$ cat config.mk
export PLATFORM = sky130hd
export DESIGN_NAME = jt6295_chaddr
export DESIGN_NICKNAME = d
export VERILOG_FILES = /design/src/rtl/jt6295_chaddr.sv
export SDC_FILE = /design/constraint.sdc
export NUM_CORES = 1
export LEC_CHECK = 0
export BUFFER_PORTS_ARGS = -buffer_cell sky130_fd_sc_hd__buf_2
export CELL_PAD_IN_SITES_DETAIL_PLACEMENT = 1
export CELL_PAD_IN_SITES_GLOBAL_PLACEMENT = 1
export CORE_UTILIZATION = 42
export DETAILED_ROUTE_END_ITERATION = 8
export PLACE_DENSITY = 0.8
export SLEW_MARGIN = 40
export SYNTH_ARGS = -nofsm -noshare
export SYNTH_HDL_FRONTEND = slang
export SYNTH_SLANG_ARGS = --single-unit
$ cat constraint.sdc
create_clock -name clk_i -period 3 [get_ports clk_i]
set_clock_uncertainty 0.05 [all_clocks]
set_input_delay 0 -clock clk_i [delete_from_list [all_inputs] [get_ports clk_i]]
set_output_delay 0 -clock clk_i [all_outputs]
set_load 0.1 [all_outputs]
$ cat src/rtl/jt6295_chaddr.sv
// jt6295_chaddr: four-channel ADPCM address sequencer, one ROM byte fetch and one nibble per slot
module jt6295_chaddr (
    input  logic        clk_i,
    input  logic        rst_ni,
    input  logic        cen4_i,
    input  logic        cen1_i,
    input  logic [3:0]  start_i,
    input  logic [3:0]  stop_i,
    input  logic [17:0] start_addr_i,
    input  logic [17:0] stop_addr_i,
    input  logic [3:0]  att_i,
    output logic [3:0]  busy_o,
    output logic        zero_o,
    output logic [17:0] rom_addr_o,
    output logic        rom_cs_o,
    input  logic [7:0]  rom_data_i,
    input  logic        rom_ok_i,
    output logic [3:0]  nib_o,
    output logic [1:0]  nib_ch_o,
    output logic [3:0]  nib_att_o,
    output logic        nib_valid_o,
    output logic        miss_o
);
    typedef enum logic {IDLE, REQ} state_t;
    state_t      state_q, state_d;
    logic [1:0]  slot_q, slot_d;
    logic [3:0]  start_q, busy_q, go;
    logic [18:0] addr_q [4];
    logic [17:0] end_q [4];
    logic [3:0]  catt_q [4];
    logic [17:0] rom_addr_q, rom_addr_d;
    logic [3:0]  nib_q, nib_d, nib_att_q, nib_att_d;
    logic [1:0]  nib_ch_q, nib_ch_d;
    logic        nib_valid_q, nib_valid_d, miss_q, miss_d;
    logic        fetch, accept, last;

    assign go          = start_i & ~start_q & ~busy_q & ~stop_i;
    assign busy_o      = busy_q;
    assign zero_o      = slot_q == 2'd3;
    assign rom_cs_o    = state_q == REQ;
    assign rom_addr_o  = rom_addr_q;
    assign nib_o       = nib_q;
    assign nib_ch_o    = nib_ch_q;
    assign nib_att_o   = nib_att_q;
    assign nib_valid_o = nib_valid_q;
    assign miss_o      = miss_q;

    // Slot advance and fetch/accept decode; the channel in REQ is always the current slot
    always_comb begin
        slot_d = cen4_i ? (cen1_i ? 2'd0 : slot_q + 2'd1) : slot_q;
        fetch  = cen4_i && busy_q[slot_d] && !stop_i[slot_d];
        accept = state_q == REQ && !cen4_i && rom_ok_i && !stop_i[slot_q];
        last   = addr_q[slot_q][18:1] == end_q[slot_q] && addr_q[slot_q][0];
    end

    // Fetch FSM state register
    always_ff @(posedge clk_i or negedge rst_ni) begin
        if (!rst_ni) state_q <= IDLE;
        else state_q <= state_d;
    end

    // Fetch FSM next state: a new slot restarts the FSM, a stop on the fetching channel aborts it
    always_comb begin
        state_d = cen4_i ? (fetch ? REQ : IDLE) : (accept || stop_i[slot_q]) ? IDLE : state_q;
    end

    // Fetch FSM outputs: ROM address on slot entry, nibble on accept, sticky miss on an unfinished slot
    always_comb begin
        rom_addr_d  = fetch ? addr_q[slot_d][18:1] : rom_addr_q;
        nib_d       = accept ? (addr_q[slot_q][0] ? rom_data_i[3:0] : rom_data_i[7:4]) : nib_q;
        nib_ch_d    = accept ? slot_q : nib_ch_q;
        nib_att_d   = accept ? catt_q[slot_q] : nib_att_q;
        nib_valid_d = accept;
        miss_d      = miss_q || (state_q == REQ && cen4_i && !stop_i[slot_q]);
    end

    // Slot counter and registered outputs
    always_ff @(posedge clk_i or negedge rst_ni) begin
        if (!rst_ni) begin
            slot_q      <= 2'd0;
            rom_addr_q  <= 18'd0;
            nib_q       <= 4'd0;
            nib_ch_q    <= 2'd0;
            nib_att_q   <= 4'd0;
            nib_valid_q <= 1'b0;
            miss_q      <= 1'b0;
        end else begin
            slot_q      <= slot_d;
            rom_addr_q  <= rom_addr_d;
            nib_q       <= nib_d;
            nib_ch_q    <= nib_ch_d;
            nib_att_q   <= nib_att_d;
            nib_valid_q <= nib_valid_d;
            miss_q      <= miss_d;
        end
    end

    // Channel registers: stop clears busy, start edge loads the phrase, accept advances or ends it
    always_ff @(posedge clk_i or negedge rst_ni) begin
        if (!rst_ni) begin
            start_q <= 4'd0;
            busy_q  <= 4'd0;
            for (int i = 0; i < 4; i++) begin
                addr_q[i] <= 19'd0;
                end_q[i]  <= 18'd0;
                catt_q[i] <= 4'd0;
            end
        end else begin
            start_q <= start_i;
            for (int i = 0; i < 4; i++) begin
                if (stop_i[i]) busy_q[i] <= 1'b0;
                else if (go[i]) begin
                    addr_q[i] <= {start_addr_i, 1'b0};
                    end_q[i]  <= stop_addr_i;
                    catt_q[i] <= att_i;
                    busy_q[i] <= 1'b1;
                end else if (accept && slot_q == 2'(i)) begin
                    if (last) busy_q[i] <= 1'b0;
                    else addr_q[i] <= addr_q[i] + 19'd1;
                end
            end
        end
    end
endmodule

==> impl_metrics.csv <==
group,metric,value,unit
outcome,status,"finished with violations",
outcome,violations,"negative hold slack, negative setup slack",
grt,grt_pass1_vias,10527,
synth,synth_cell_types,44,
drt,antenna_left,0,
cts,clk_pin_slew,0.06,ns
layout,final_area,0.0139,mm2
grt,grt_remaining_overflow,0,
cts,cts_tree,"built",
synth,postSynthAreaPerCell,9.35,um2
pwr,pwr-share-seq,0.366,
layout,diodes,0,
grt,grt_usage,0.297,
floorplan,core_area,0.0254,mm2
drt,met1_length,16900,um
drt,via_count,10034,
cts,worst_skew_pair.late_latency,0.52,ns
synth,synth_top_flop_cell,"dfrtp_1",
critical_path,rr_endpoint,"addr_q[12]",
flow_run,drv_cap,0,
pwr,powerDensity,786,mW/mm2
grt,grt_pass1_wl,60100,um
floorplan,num_io_pins,97,
drt,route.met3.wl,2550,um
critical_path,reg2reg_depth,11,
pwr,p_sw_frac,0.411,
sta,finalSetupViolations,78,
pwr,p_leak,6.15,nW
critical_path,worstReg2RegStart,"slot_q[0]",
pwr,combPwrFrac,0.362,
sta,slew_headroom,0.558,
synth,synthTopCellsByArea,"dfrtp_1 47%, nand2_1 12%, xnor2_1 6.0%, mux4_2 5.7%, mux2_2 5.1%",
placement,io_buffers,96,
pwr,internal_power,0.00642,W
placement,dp_slack,-0.0677,ns
synth,synth_area,0.0110,mm2
synth,synth_nets,1243,
critical_path,cp-end-kind,"flop",
critical_path,startpoint_type,"flop",
grt,antenna_found_initial,0,
sta,final_hold_viol_count,14,
drt,drt_iter0_markers,929,
drt,via_per_inst,5.86,
drt,highest_layer,"met4",
cts,cts.sinks,205,
synth,yosysTopAreaCell,"dfrtp_1",
layout,drive_gt1_frac,0.233,
layout,fillers,2906,
cts,cts_root_buf,"clkbuf_16",
hold_path,hold_path.class,"in2async",
synth,synth_cells,1174,
synth,async_flop_share,1.00,
critical_path,crit_fanout,10,
sta,fin_hold_ws,-0.0511,ns
floorplan,die-area,0.0268,mm2
drt,drcViolationCount,0,
layout,fin_util,0.546,
synth,synth_top_area_share,0.468,
cts,cts_buffers,24,
placement,placed_area,0.0123,mm2
critical_path,arrival,3.57,ns
pwr,ir_worst_vdd,666,uV
floorplan,rows,58,
layout,area_growth,26.5,%
synth,synth.most_common_cell,"nand2_1",
synth,synth_edf_count,0,
cts,h-tree-depth,1,
floorplan,dieHeight,164,um
synth,yosysSeqAreaShare,0.468,
placement,dp_hpwl,25500,um
drt,dr.pass1.iters,5,
synth,ys.warnings.count,0,
placement,gp_congestion,0.929,
sta,max_freq,0.309,GHz
drt,wl_met2,18900,um
synth,synth_commonest_cells,"339 x nand2_1, 205 x dfrtp_1, 100 x o21ai_0, 75 x xnor2_1, 57 x nand3_1",
drt,wl_per_cell,23.2,um
sta,rsz0062_at_grt,"true",
layout,layout.nets,1435,
pwr,p_clk_frac,0.272,
sta,timing.final.ws_setup,-0.235,ns
sta,worst_slew_pin_slew,0.663,ns
critical_path,cp.required,3.33,ns
critical_path,critPathKind,"reg2reg",
floorplan,die_w,164,um
floorplan,initial_utilization,0.432,
sta,post-route-period-util,1.08,
critical_path,ff2ff_setup_slack,-0.23,ns
sta,slew_viol_final,0,
drt,wirelength,39700,um
synth,ys_ff_latch,205,
grt,grt_max_degree,104,
sta,fin_crit,3.23,ns
pwr,p_sw,0.00448,W
cts,clk_path_buf_depth,3,
[cell families (layout without fill, tap and decap cells)]
kind of cell    count (synthesis)  in the layout  synth area share
simple gates                  557            557             0.228
compound gates                128            128            0.0615
flops                         205            205             0.468
buf+inv                        82            290            0.0317
mux                            84             84             0.114
fa+ha+maj                       8              8           0.00912
xor+xnor                      110            110            0.0878
[power groups by stage]
stage	clock (W)	combinational, W	sequential [W]
after floorplan	0	0.00135	0.00522
after global placement	0	0.00362	0.00397
after detailed placement	0	0.00373	0.00400
after CTS	0.00298	0.00385	0.00396
after global routing	0.00311	0.00419	0.00406
final	0.00296	0.00395	0.00399
[layout make-up]
type / count / area [um2] / area share
inverters: 11 / 41.3 / 0.00298
well taps: 330 / 413 / 0.0298
flip-flops and latches: 205 / 5130 / 0.370
multi-input cells: 887 / 5590 / 0.403
repair buffers: 237 / 1910 / 0.138
clock buffers: 36 / 737 / 0.0531
clock inverters: 6 / 55.1 / 0.00397
[routing by layer]
| metal | track usage | up-vias |
|---|---|---|
| met2 | 0.491 | 376 |
| met1 | 0.390 | 5166 |
| met5 | 0 | - |
| met3 | 0.0460 | 94 |
| met4 | 0.114 | 0 |
| li1 | - | 4398 |
[cells in the final DEF (no fill, tap or decap), types with 4 or more instances in the layout]
cell	n
buf_4	65
nand3_1	57
buf_12	14
nor2b_1	4
clkbuf_16	26
buf_2	95
inv_1	9
nor3_1	21
ha_1	8
a21oi_1	13
clkinv_2	5
o21ai_1	24
and3_1	24
clkbuf_1	4
nand4_1	12
mux2_2	50
nor3b_1	5
dfrtp_1	204
o21ai_0	78
mux4_2	28
clkbuf_8	7
xnor2_1	72
nor2_1	38
nor4b_2	4
nor4_1	29
dlygate4sd3_1	59
mux2i_1	5
xor2_1	35
nand2_1	337
[worst max-delay path, stage by stage (launching register included)]
cell and delay [ns]:
dfrtp_2 0.45, buf_12 0.14, buf_16 0.14, mux4_2 0.59
xnor2_2 0.17, nand4_1 0.23, nor4_4 0.51, buf_6 0.22
buf_4 0.15, or4_1 0.12, xor2_1 0.22, o21ai_1 0.10
[metrics by stage]
| step | std cells | total power, W | setup TNS [ns] | hold WS [ns] |
|---|---|---|---|---|
| 2_1_floorplan | 1174 | 0.00657 | 0 | -0.346 |
| 3_5_place_dp | 1601 | 0.00772 | -0.163 | -0.0381 |
| 3_3_place_gp | 1601 | 0.00758 | 0 | 0.0732 |
| 5_1_grt | 1712 | 0.0114 | -15.55 | 0.0328 |
| 6_report | 1712 | 0.0109 | -10.0 | -0.0511 |
| 4_1_cts | 1706 | 0.0108 | 0 | 0.00404 |
[registers in the layout, summed over array words and instances, names as in the netlist]
name	flops
catt_q	16
busy_o	4
rom_cs_o	1
nib_o	4
rom_addr_o	18
slot_q	2
nib_valid_o	1
start_q	4
nib_ch_o	2
nib_att_o	4
addr_q	76
end_q	72
miss_o	1
[repair_timing]
| item | in CTS | in global routing |
|---|---|---|
| hold endpoints to repair | 380 | 0 |
| gates resized for setup | 3 | 34 |
| cloned | 1 | 0 |
| endpoints found under the setup margin | 9 | 79 |
| pin swaps | 1 | 6 |
| hold buffers | 59 | 0 |
| setup buffers | 3 | 6 |
[how the worst max path moves through the flow]
| stage | startpoint | endpoint | slack [ns] | cells past startpoint |
|---|---|---|---|---|
| after CTS | slot_q[0] | addr_q[4] | 0.005 | 10 |
| final | slot_q[0] | addr_q[12] | -0.23 | 11 |
| after detailed placement | slot_q[0] | addr_q[70] | -0.07 | 10 |
| after global routing | slot_q[0] | addr_q[4] | -0.30 | 11 |
| after global placement | slot_q[0] | addr_q[54] | 0.04 | 10 |
| after floorplan | slot_q[0] | addr_q[1] | 0.12 | 9 |
(Power assumes the default switching activity.)
